--- src/rtl/dmem_arbiter.sv ---
// Two-requester (core / loader) arbiter in front of a single-port synchronous data memory.
// Define DMEM_ARBITER_LOCK_EN to add the l_lock input and the LOCKED ownership state.
module dmem_arbiter #(
  parameter int STARVE_LIMIT = 4
) (
  input  logic        clk,
  input  logic        rst_n,
  input  logic        c_req,
  input  logic        c_we,
  input  logic [7:0]  c_addr,
  input  logic [31:0] c_wdata,
  output logic        c_gnt,
  output logic        c_rvalid,
  input  logic        l_req,
  input  logic        l_we,
  input  logic [7:0]  l_addr,
  input  logic [31:0] l_wdata,
  output logic        l_gnt,
  output logic        l_rvalid,
`ifdef DMEM_ARBITER_LOCK_EN
  input  logic        l_lock,
`endif
  output logic [31:0] rdata,
  output logic [7:0]  mem_address,
  output logic [31:0] mem_data,
  output logic        mem_wren,
  input  logic [31:0] mem_q
);

  typedef enum logic [1:0] {CORE_PRI, LOADER_PRI, LOCKED} state_t;

  localparam logic [3:0] LAST_CORE = 4'(STARVE_LIMIT - 1);

  state_t      state;
  logic [3:0]  starve_cnt;
  logic        rd_pending;
  logic        rd_owner;
  logic [7:0]  addr_q;
  logic [31:0] data_q;
  logic        lock_req;

`ifdef DMEM_ARBITER_LOCK_EN
  assign lock_req = l_lock;
`else
  assign lock_req = 1'b0;
`endif

  // Grants are gated by rst_n so nothing is granted while reset is held.
  always_comb begin
    c_gnt = 1'b0;
    l_gnt = 1'b0;
    if (rst_n) begin
      case (state)
        CORE_PRI: begin
          c_gnt = c_req;
          l_gnt = l_req & ~c_req;
        end
        LOADER_PRI: begin
          l_gnt = l_req;
          c_gnt = c_req & ~l_req;
        end
        LOCKED: begin
          l_gnt = l_req;
        end
        default: begin
          c_gnt = 1'b0;
          l_gnt = 1'b0;
        end
      endcase
    end
  end

  assign mem_address = c_gnt ? c_addr  : (l_gnt ? l_addr  : addr_q);
  assign mem_data    = c_gnt ? c_wdata : (l_gnt ? l_wdata : data_q);
  assign mem_wren    = (c_gnt & c_we) | (l_gnt & l_we);

  assign c_rvalid = rd_pending & ~rd_owner;
  assign l_rvalid = rd_pending & rd_owner;
  assign rdata    = rd_pending ? mem_q : 32'd0;

  always_ff @(posedge clk or negedge rst_n) begin
    if (!rst_n) begin
      state      <= CORE_PRI;
      starve_cnt <= 4'd0;
    end else begin
      case (state)
        CORE_PRI, LOADER_PRI: begin
          if (l_gnt && lock_req) begin
            state      <= LOCKED;
            starve_cnt <= 4'd0;
          end else begin
            if (l_gnt || !l_req)
              starve_cnt <= 4'd0;
            else if (c_gnt)
              starve_cnt <= starve_cnt + 4'd1;
            // Hand priority to the loader on the edge accepting the last allowed core transfer.
            if (state == LOADER_PRI) begin
              if (l_gnt || !l_req)
                state <= CORE_PRI;
            end else if (c_gnt && l_req && starve_cnt == LAST_CORE) begin
              state <= LOADER_PRI;
            end
          end
        end
        LOCKED: begin
          if ((l_gnt && !lock_req) || !l_req)
            state <= CORE_PRI;
        end
        default: begin
          state      <= CORE_PRI;
          starve_cnt <= 4'd0;
        end
      endcase
    end
  end

  always_ff @(posedge clk or negedge rst_n) begin
    if (!rst_n) begin
      rd_pending <= 1'b0;
      rd_owner   <= 1'b0;
      addr_q     <= 8'd0;
      data_q     <= 32'd0;
    end else begin
      rd_pending <= (c_gnt & ~c_we) | (l_gnt & ~l_we);
      rd_owner   <= l_gnt;
      if (c_gnt || l_gnt) begin
        addr_q <= mem_address;
        data_q <= mem_data;
      end
    end
  end

endmodule

--- config.mk ---
export PLATFORM = sky130hd
export DESIGN_NAME = dmem_arbiter
export DESIGN_NICKNAME = d
export VERILOG_FILES = /design/src/rtl/dmem_arbiter.sv
export SDC_FILE = /design/constraint.sdc
export NUM_CORES = 1
export LEC_CHECK = 0
export ABC_AREA = 1
export BUFFER_PORTS_ARGS = -buffer_cell sky130_fd_sc_hd__buf_2
export CAP_MARGIN = 40
export CORE_AREA = 2 2 82 84
export CTS_BUF_LIST = sky130_fd_sc_hd__clkbuf_16
export CTS_CLUSTER_SIZE = 12
export DETAILED_ROUTE_END_ITERATION = 8
export DIE_AREA = 0 0 84 86
export PLACE_DENSITY = 0.85
export SLEW_MARGIN = 15
export SYNTH_ARGS = -nofsm -noshare
export SYNTH_HDL_FRONTEND = slang
export SYNTH_SLANG_ARGS = --single-unit
--- constraint.sdc ---
create_clock -name clk -period 2.77 [get_ports clk]
set_input_delay 0.277 -clock clk [delete_from_list [all_inputs] [get_ports clk]]
set_output_delay 0.277 -clock clk [all_outputs]
set_load 0.1 [all_outputs]
# Yosys cells after proc, flatten, opt, wreduce, memory -nomap -nowiden
# Index checks and enable logic that the tools add are counted.
[op_classes]
order_cmp = 0
add_sub_neg = 1
n_mux = 16
n_reduce_logical = 9
multipliers = 0
eq_ne = 5
n_div = 0
shift = 0
bitwise = 16
[op_table]
columns = ["operator", "n"]
rows = [
  ["$mux W32", 3],
  ["$mux W8", 2],
  ["$and A1 B1 Y1", 8],
  ["$mux W4", 2],
  ["$pmux W4 S2", 1],
  ["$mux W2", 3],
  ["$ne A3 B3 Y1 const B", 2],
  ["$not A1 Y1", 6],
  ["$add A4 B1 Y4 const B", 1],
  ["$eq A4 B2 Y1 const B", 1],
  ["$pmux W1 S2", 2],
  ["$pmux W2 S2", 1],
  ["$reduce_or A2 Y1", 2],
  ["$eq A2 B1 Y1 const B", 1],
  ["$eq A2 B2 Y1 const B", 1],
  ["$logic_and A1 B1 Y1", 2],
  ["$logic_not A2 Y1", 1],
  ["$logic_or A1 B1 Y1", 2],
  ["$mux W1", 2],
  ["$or A1 B1 Y1", 2],
  ["$reduce_and A2 Y1", 1],
  ["$logic_not A1 Y1", 1],
]
[totals]
memories = 0
romBits = 0
ramBits = 0
out_inout_bits = 77
latch_bits = 0
regBits = 48

# Depth between registers and ports, before layout
# Gate-level depths: netlist (run 1).
[depth]
depth_word = 9
mapped_depth = 11
depth_no_buf = 11

# Worst setup path before layout (run 1)
# Ideal clock, no wire load.
[synth_timing]
path_type = "register to output"
from = "register state[1]"
to = "output mem_data[22]"
required_time_ns = 2.493
n_path_buf = 1
stages_incl_launch_ff = 10
arrival_time_ns = 2.481
path_slack_ns = 0.012
path_cell_list = "dfrtp_1 > inv_1 > ha_1 > inv_1 > nand2_1 > nand3_1 > inv_2 > buf_2 > nand2_1 > nand3_1"
[synth_between]
word_cells_on_any_way = 10
cone_classes = "2 x eq/ne; 6 x mux; 2 x reduce/logical"
[synth_rtl]
columns = ["element", "line", "rtl"]
rows = [
  ["start, declared", "34", "state_t state;"],
  ["start signal, assigned", "83", "state <= CORE_PRI;"],
  ["start signal, assigned", "89", "state <= LOCKED;"],
  ["start signal, assigned", "99", "state <= CORE_PRI;"],
  ["$eq A2 B1 Y1 / $logic_not A2 Y1 (equally long branches)", "53", "case (state)"],
  ["$pmux W1 S2 *", "53", ""],
  ["$mux W1 *", "52", "if (rst_n) begin"],
  ["named net c_gnt", "12", "output logic c_gnt,"],
  ["$mux W32 *", "74", "assign mem_data = c_gnt ? c_wdata : (l_gnt ? l_wdata : data_q);"],
  ["end, declared", "25", "output logic [31:0] mem_data,"],
]
# The timed path passes the listed nets; every way through them passes the cells marked *.

# Final worst setup path (run 1)
[layout_timing]
from = "register state[0]"
to = "output mem_data[11]"
[layout_between]
elab_chain_len = 6
word_cells_on_any_way = 10
cone_classes = "2 x eq/ne; 6 x mux; 2 x reduce/logical"
[layout_lines]
columns = ["element", "line"]
rows = [
  ["$eq A2 B1 Y1 / $eq A2 B2 Y1 (equally long branches)", "53"],
  ["$reduce_or A2 Y1 (no source line)", "--"],
  ["$pmux W1 S2", "53"],
  ["$mux W1", "52"],
  ["$mux W32", "74"],
  ["$mux W32 *", "74"],
]
# Mark *: on every way between the ends. The rest lies on a longest branch, timed or not.

==> metrics.yaml, run 1 <==
routing:
  drcViolationCount: 0
  dr.max_layer_used: "met4"
  first_pass_iters: 5
  via_count: 3323
  drt-total-wl_um: 9133
  dr_wl_met3_um: 557
  post_drt_wl_per_cell_um: 13.45
  drt-met1-wl_um: 3292
  ant_nets: 0
  via_per_inst: 4.894
  routed-wl-met2_um: 5049
  first_iter_violations: 133
status:
  status: "complete, no violations"
logic_synthesis:
  syn_nets: 533
  synth_warnings: 0
  syn_inst: 410
  ys_ff_latch: 48
  synthArstFlopShare_pct: 100.0
  ys_types: 19
  avgSynthCellArea_um2: 6.778
  synth_top_area_share_pct: 43.22
  synth_ff_type: "dfrtp_1"
  synth_edf_count: 0
  netlist_area_mm2: 0.002779
  yosysSeqAreaShare_pct: 43.22
  yosysTopAreaCell: "dfrtp_1"
  synth_area_leaders: "dfrtp_1 43%, nand2_1 24%, nand3_1 16%"
clock_tree:
  clkLatencyLatePin_ns: 0.29
  clock_sinks: 48
  cts.htree.levels: 2
  clockRootBuffer: "clkbuf_16"
  cts_setup_buffers: 0
  cts_made_buffers: 5
  clk_path_buf_depth: 2
  cts_tree: "yes"
  clk_pin_slew_worst_paths_ns: 0.06
die:
  io_pins: 195
  coreArea_mm2: 0.006277
  die_area_mm2: 0.007224
  die_y_um: 86
  rows: 29
  initial_utilization_pct: 44.27
  chipWidth_um: 84
timing:
  rsz0062_at_grt: "no"
  hold_viol_final: 0
  worst_pin_slew_ns: 0.6039
  fmax_mhz: 394.1
  post-route-min-period_ns: 2.537
  timing.final.crit_share_pct: 91.60
  setup_viol: 0
  fin_skew_ns: 0.004285
  fin_tns_setup_ns: 0
  slew_violations: 0
  hold_slack_ns: 0.2117
  max_slew_margin_pct: 59.74
final_layout:
  seq_area_mm2: 0.001201
  n_antenna_cell: 0
  layout.nets: 724
  multi_input_area_mm2: 0.001303
  drive_gt1_share_pct: 34.72
  finalNonFillerCells: 679
  fillers: 476
  fin_area_mm2: 0.004618
  area_growth_pct: 66.19
setup_path:
  critPathMaxFanout: 39
  critPathArrivalTime_ns: 2.26
  crit_top_cell: "nand2_1"
  worstSetupPathType: "register to output port"
  slowest_stage: "dfrtp_1"
  worst-endpoint-required_ns: 2.49
  worst_setup_path_end_kind: "output port"
  path_cells: "inv_1 -> ha_1 -> inv_1 -> nand2_1 -> nand2_2 -> nand2_1 -> inv_2 -> buf_12 -> nand2_1 -> nand3_1 -> buf_12"
  reg2reg_slack_ns: 0.95
  r2r-end: "addr_q[2]"
  critPathLaunchType: "register"
  r2r_cells: 10
  r2r_start: "state[0]"
  crit_path_max_incr_delay_ns: 0.45
global_route:
  grt_first_pass_wirelength_um: 14780
  overflow: 0
  grt_pass1_vias: 3332
  grt_max_degree: 48
  grt_util_all_layers_pct: 25.25
  antenna_found_initial: 0
pwr:
  ir_drop_v: 0.0004904
  p_leak_nw: 2.874
  power_density_mw_per_mm2: 641.4
placement:
  numPortBuffers: 194
  placed_cells: 670
  placed_cell_area_mm2: 0.004454
  dp_hpwl_um: 7042
  gp_congestion: 0.8981
min_path:
  hp-start: "l_we"
  hold_depth: 2
  min_to: "rd_pending"
  hold_path.class: "input pin to register"
flow_run:
  cap_violations: 0
## cell usage after synthesis, drive strengths merged, types with 3 or more instances
cell type	n
dfrtp	48
nand4	3
ha	5
nand2	176
inv	52
nand3	90
clkbuf	4
nor2	14
buf	12
## layer usage
layer	GRT usage, %	up-vias
li1	-	1667
met1	26.64	1495
met2	48.51	137
met3	5.390	24
met4	10.56	0
met5	0	-
## through the flow
stage / power [W] / setup slack (ns) / utilization (%)
floorplan: 0.001824 / 0.01206 / -
global placement: 0.002373 / 0.4631 / 70.96
detailed placement: 0.002404 / 0.2780 / 70.96
CTS: 0.002980 / 0.08519 / 73.35
global route: 0.003068 / 0.08273 / 73.57
finish: 0.002962 / 0.2327 / 73.57
## power by group
group	switching (W)	internal [W]
Combinational	0.00109	0.000492
Clock	0.000244	0.000325
Sequential	0.0000248	0.000786
Total	0.00136	0.00160
## kinds of logic (layout without fill, tap and decap cells)
kind of cell             Yosys count  after routing  synth area share (%)
AND/OR/NAND/NOR                  283            283                 42.91
buffers and inverters             68            260                 10.09
flip-flops                        48             48                 43.22
adder cells (fa/ha/maj)            5              5                 2.251
AO/OA/AOI/OAI                      4              4                0.9004
XOR/XNOR                           2              2                0.6305
## area by class of cell
cell class,count,area share [%]
timing repair buffer,200,36.52
multi-input combinational,294,28.20
sequential,48,26.01
inverter,52,4.226
clock buffer,5,2.709
tap,77,2.086
clock inverter,3,0.2438
## state kept, by name (all words and copies together), names as in the netlist
signal	count
addr_q	8
data_q	32
rd_pending	1
state	2
starve_cnt	4
rd_owner	1
## layout by cell type (no fill, tap or decap), drive strengths merged
cell and count:
nand3 90, buf 199, dlygate4sd3 1, clkbuf 5, xnor2 1, nor2 14
clkinv 1, o21ai 1, nand2 176, o22ai 1, a21oi 1, nand4 3
ha 5, inv 54, a22o 1, xor2 1, dfrtp 48
## how the worst max path moves through the flow
stage,startpoint,to,depth (start not counted)
after floorplan,state[1],mem_data[22],9
after global placement,state[1],mem_data[26],10
after detailed placement,state[1],mem_data[5],10
after CTS,state[1],mem_data[5],10
after global routing,state[0],mem_data[12],11
final,state[0],mem_data[11],11
## worst max-delay path, delay by kind of cell (launching register included)
family | cells | cell delay (ns)
DFF | 1 | 0.45
and+or+nand+nor | 5 | 0.59
buffers and inverters | 5 | 0.63
adders and majority gates | 1 | 0.29
## repair_timing
item,in CTS,in global routing
hold buffers,1,0
endpoints found under the hold margin,1,0
endpoints found under the setup margin,1,41
gates resized for setup,1,4
No activity file was read; power rests on OpenSTA's default activity.
==> run 2: changes to the inputs <==
--- a/config.mk
+++ b/config.mk
@@ -8,12 +8,14 @@
 export ABC_AREA = 1
 export BUFFER_PORTS_ARGS = -buffer_cell sky130_fd_sc_hd__buf_2
 export CAP_MARGIN = 40
-export CORE_AREA = 2 2 82 84
+export CELL_PAD_IN_SITES_DETAIL_PLACEMENT = 1
+export CELL_PAD_IN_SITES_GLOBAL_PLACEMENT = 2
+export CORE_AREA = 2 2 119 121
 export CTS_BUF_LIST = sky130_fd_sc_hd__clkbuf_16
 export CTS_CLUSTER_SIZE = 12
 export DETAILED_ROUTE_END_ITERATION = 8
-export DIE_AREA = 0 0 84 86
-export PLACE_DENSITY = 0.85
+export DIE_AREA = 0 0 121 123
+export PLACE_DENSITY_LB_ADDON = 0.1
 export SLEW_MARGIN = 15
 export SYNTH_ARGS = -nofsm -noshare
 export SYNTH_HDL_FRONTEND = slang
==> metrics.yaml, run 2 (synthesis results as in run 1) <==
status:
  status: "complete, no violations"
setup_path:
  worstSetupPathType: "register to output port"
  reg2reg_slack_ns: 0.94
  r2r_start: "state[1]"
  r2r_cells: 10
  r2r-end: "data_q[20]"
  worst-endpoint-required_ns: 2.49
  worst_setup_path_end_kind: "output port"
  critPathArrivalTime_ns: 2.28
  critPathLaunchType: "register"
  critPathMaxFanout: 15
routing:
  drcViolationCount: 0
  via_per_inst: 4.254
  via_count: 3344
  ant_nets: 0
  first_iter_violations: 138
  first_pass_iters: 4
  post_drt_wl_per_cell_um: 13.56
  drt-total-wl_um: 10660
placement:
  numPortBuffers: 194
  placed_cells: 776
  placed_cell_area_mm2: 0.004581
  dp_hpwl_um: 8593
  gp_congestion: 0.7425
final_layout:
  area_growth_pct: 73.35
  n_antenna_cell: 0
  mostFrequentLayoutCell: "nand2_1"
  drive_gt1_share_pct: 35.64
  multi_input_area_mm2: 0.001303
  fillers: 1699
  largestRegisters: "data_q x32, addr_q x8, starve_cnt x4"
  finalNonFillerCells: 786
  largest_reg_flops: 32
  layout_common_cells: "175 x nand2_1, 152 x buf_2, 89 x nand3_1"
  layout.nets: 729
  regMostFlops: "data_q"
  fin_area_mm2: 0.004817
  seq_area_mm2: 0.001201
die:
  die_area_mm2: 0.01488
  chipWidth_um: 121
  io_pins: 195
  initial_utilization_pct: 20.42
  coreArea_mm2: 0.01361
  die_y_um: 123
  rows: 43
global_route:
  overflow: 0
  grt_util_all_layers_pct: 14.24
  grt_max_degree: 46
  antenna_found_initial: 0
  grt_pass1_vias: 3348
  grt_first_pass_wirelength_um: 16590
pwr:
  p_leak_nw: 2.909
  ir_drop_v: 0.0002528
  power_density_mw_per_mm2: 658.5
timing:
  fin_skew_ns: 0.006413
  worst_pin_slew_ns: 0.5965
  hold_viol_final: 0
  timing.final.crit_share_pct: 92.32
  fin_tns_setup_ns: 0
  setup_viol: 0
  fmax_mhz: 391.0
  max_slew_margin_pct: 60.24
  rsz0062_at_grt: "no"
  post-route-min-period_ns: 2.557
  slew_violations: 0
min_path:
  hold_path.class: "input pin to register"
  min_to: "rd_pending"
  hp-start: "l_we"
  hold_depth: 2
clock_tree:
  cts_tree: "yes"
  cts_made_buffers: 5
  clockRootBuffer: "clkbuf_16"
  cts.htree.levels: 2
  clk_pin_slew_worst_paths_ns: 0.06
  clk_path_buf_depth: 2
  clkLatencyLatePin_ns: 0.29
  clock_sinks: 48
flow_run:
  cap_violations: 0
## run 2: changes by cell type in the layout (fill, tap and decap cells not counted)
| cell | before | now |
|---|---|---|
| buf_4 | 2 | 6 |
| inv_4 | 0 | 1 |
| buf_8 | 0 | 1 |
| buf_12 | 45 | 42 |
| buf_6 | 0 | 3 |
| bufinv_16 | 0 | 2 |
| inv_2 | 2 | 1 |
| inv_1 | 52 | 50 |
| clkinv_1 | 1 | 0 |
## run 2: worst max path at each step
stage / from / to / slack [ns]
after floorplan: state[1] / mem_data[22] / 0.01
after global placement: state[0] / mem_data[7] / 0.36
after detailed placement: state[1] / mem_data[1] / 0.26
after CTS: state[1] / mem_data[20] / 0.02
after global routing: state[1] / mem_data[7] / 0.009
final: state[1] / mem_data[7] / 0.21
## run 2: report_power, final
group          internal, W  leakage [nW]  switching [W]
logic             0.000493          2.22        0.00109
registers         0.000785         0.604      0.0000243
clock network     0.000512        0.0899       0.000264
total              0.00179          2.91        0.00138
## run 2: timing repair
| item | in CTS | in global routing |
|---|---|---|
| gates resized for setup | 1 | 6 |
| pin swaps | 0 | 0 |
| hold endpoints to repair | 3 | 0 |
| setup endpoints to repair | 32 | 40 |
| buffers inserted | 2 | 0 |
| hold buffers | 1 | 0 |
## run 2: metal layers
metal	global-route usage (%)	share of wire, %	routed length (um)	vias up
met5	0	0	0	-
met4	4.142	1.1	121	0
met3	3.690	7.1	757	8
met2	25.49	50	5294	114
met1	16.77	42	4484	1559
li1	-	-	-	1663
## run 2: critical path: stages (launching register included)
cell and delay, ns:
dfrtp_1 0.41, inv_1 0.16, ha_1 0.26, inv_1 0.05, nand2_1 0.06, nand2_2 0.18
nand2_1 0.09, inv_2 0.08, buf_4 0.23, nand2_1 0.10, nand3_1 0.17, buf_12 0.20
## run 2: stage by stage
step	utilization [%]	hold slack, ns	setup slack (ns)	power (W)
2_1_floorplan	-	-0.01859	0.01206	0.001824
3_3_place_gp	33.65	0.1101	0.3575	0.002406
3_5_place_dp	33.65	0.1172	0.2646	0.002418
4_1_cts	35.21	0.1828	0.02208	0.003220
5_1_grt	35.39	0.1957	0.009405	0.003311
6_report	35.39	0.1868	0.2127	0.003172
## run 2: area by class of cell
type | count | share of cell area [%]
repair buffers | 205 | 35.40
multi-input cells | 294 | 27.04
flip-flops and latches | 48 | 24.94
well taps | 180 | 4.675
inverters | 52 | 4.104
clock buffers | 5 | 2.597
clock inverters | 2 | 1.247
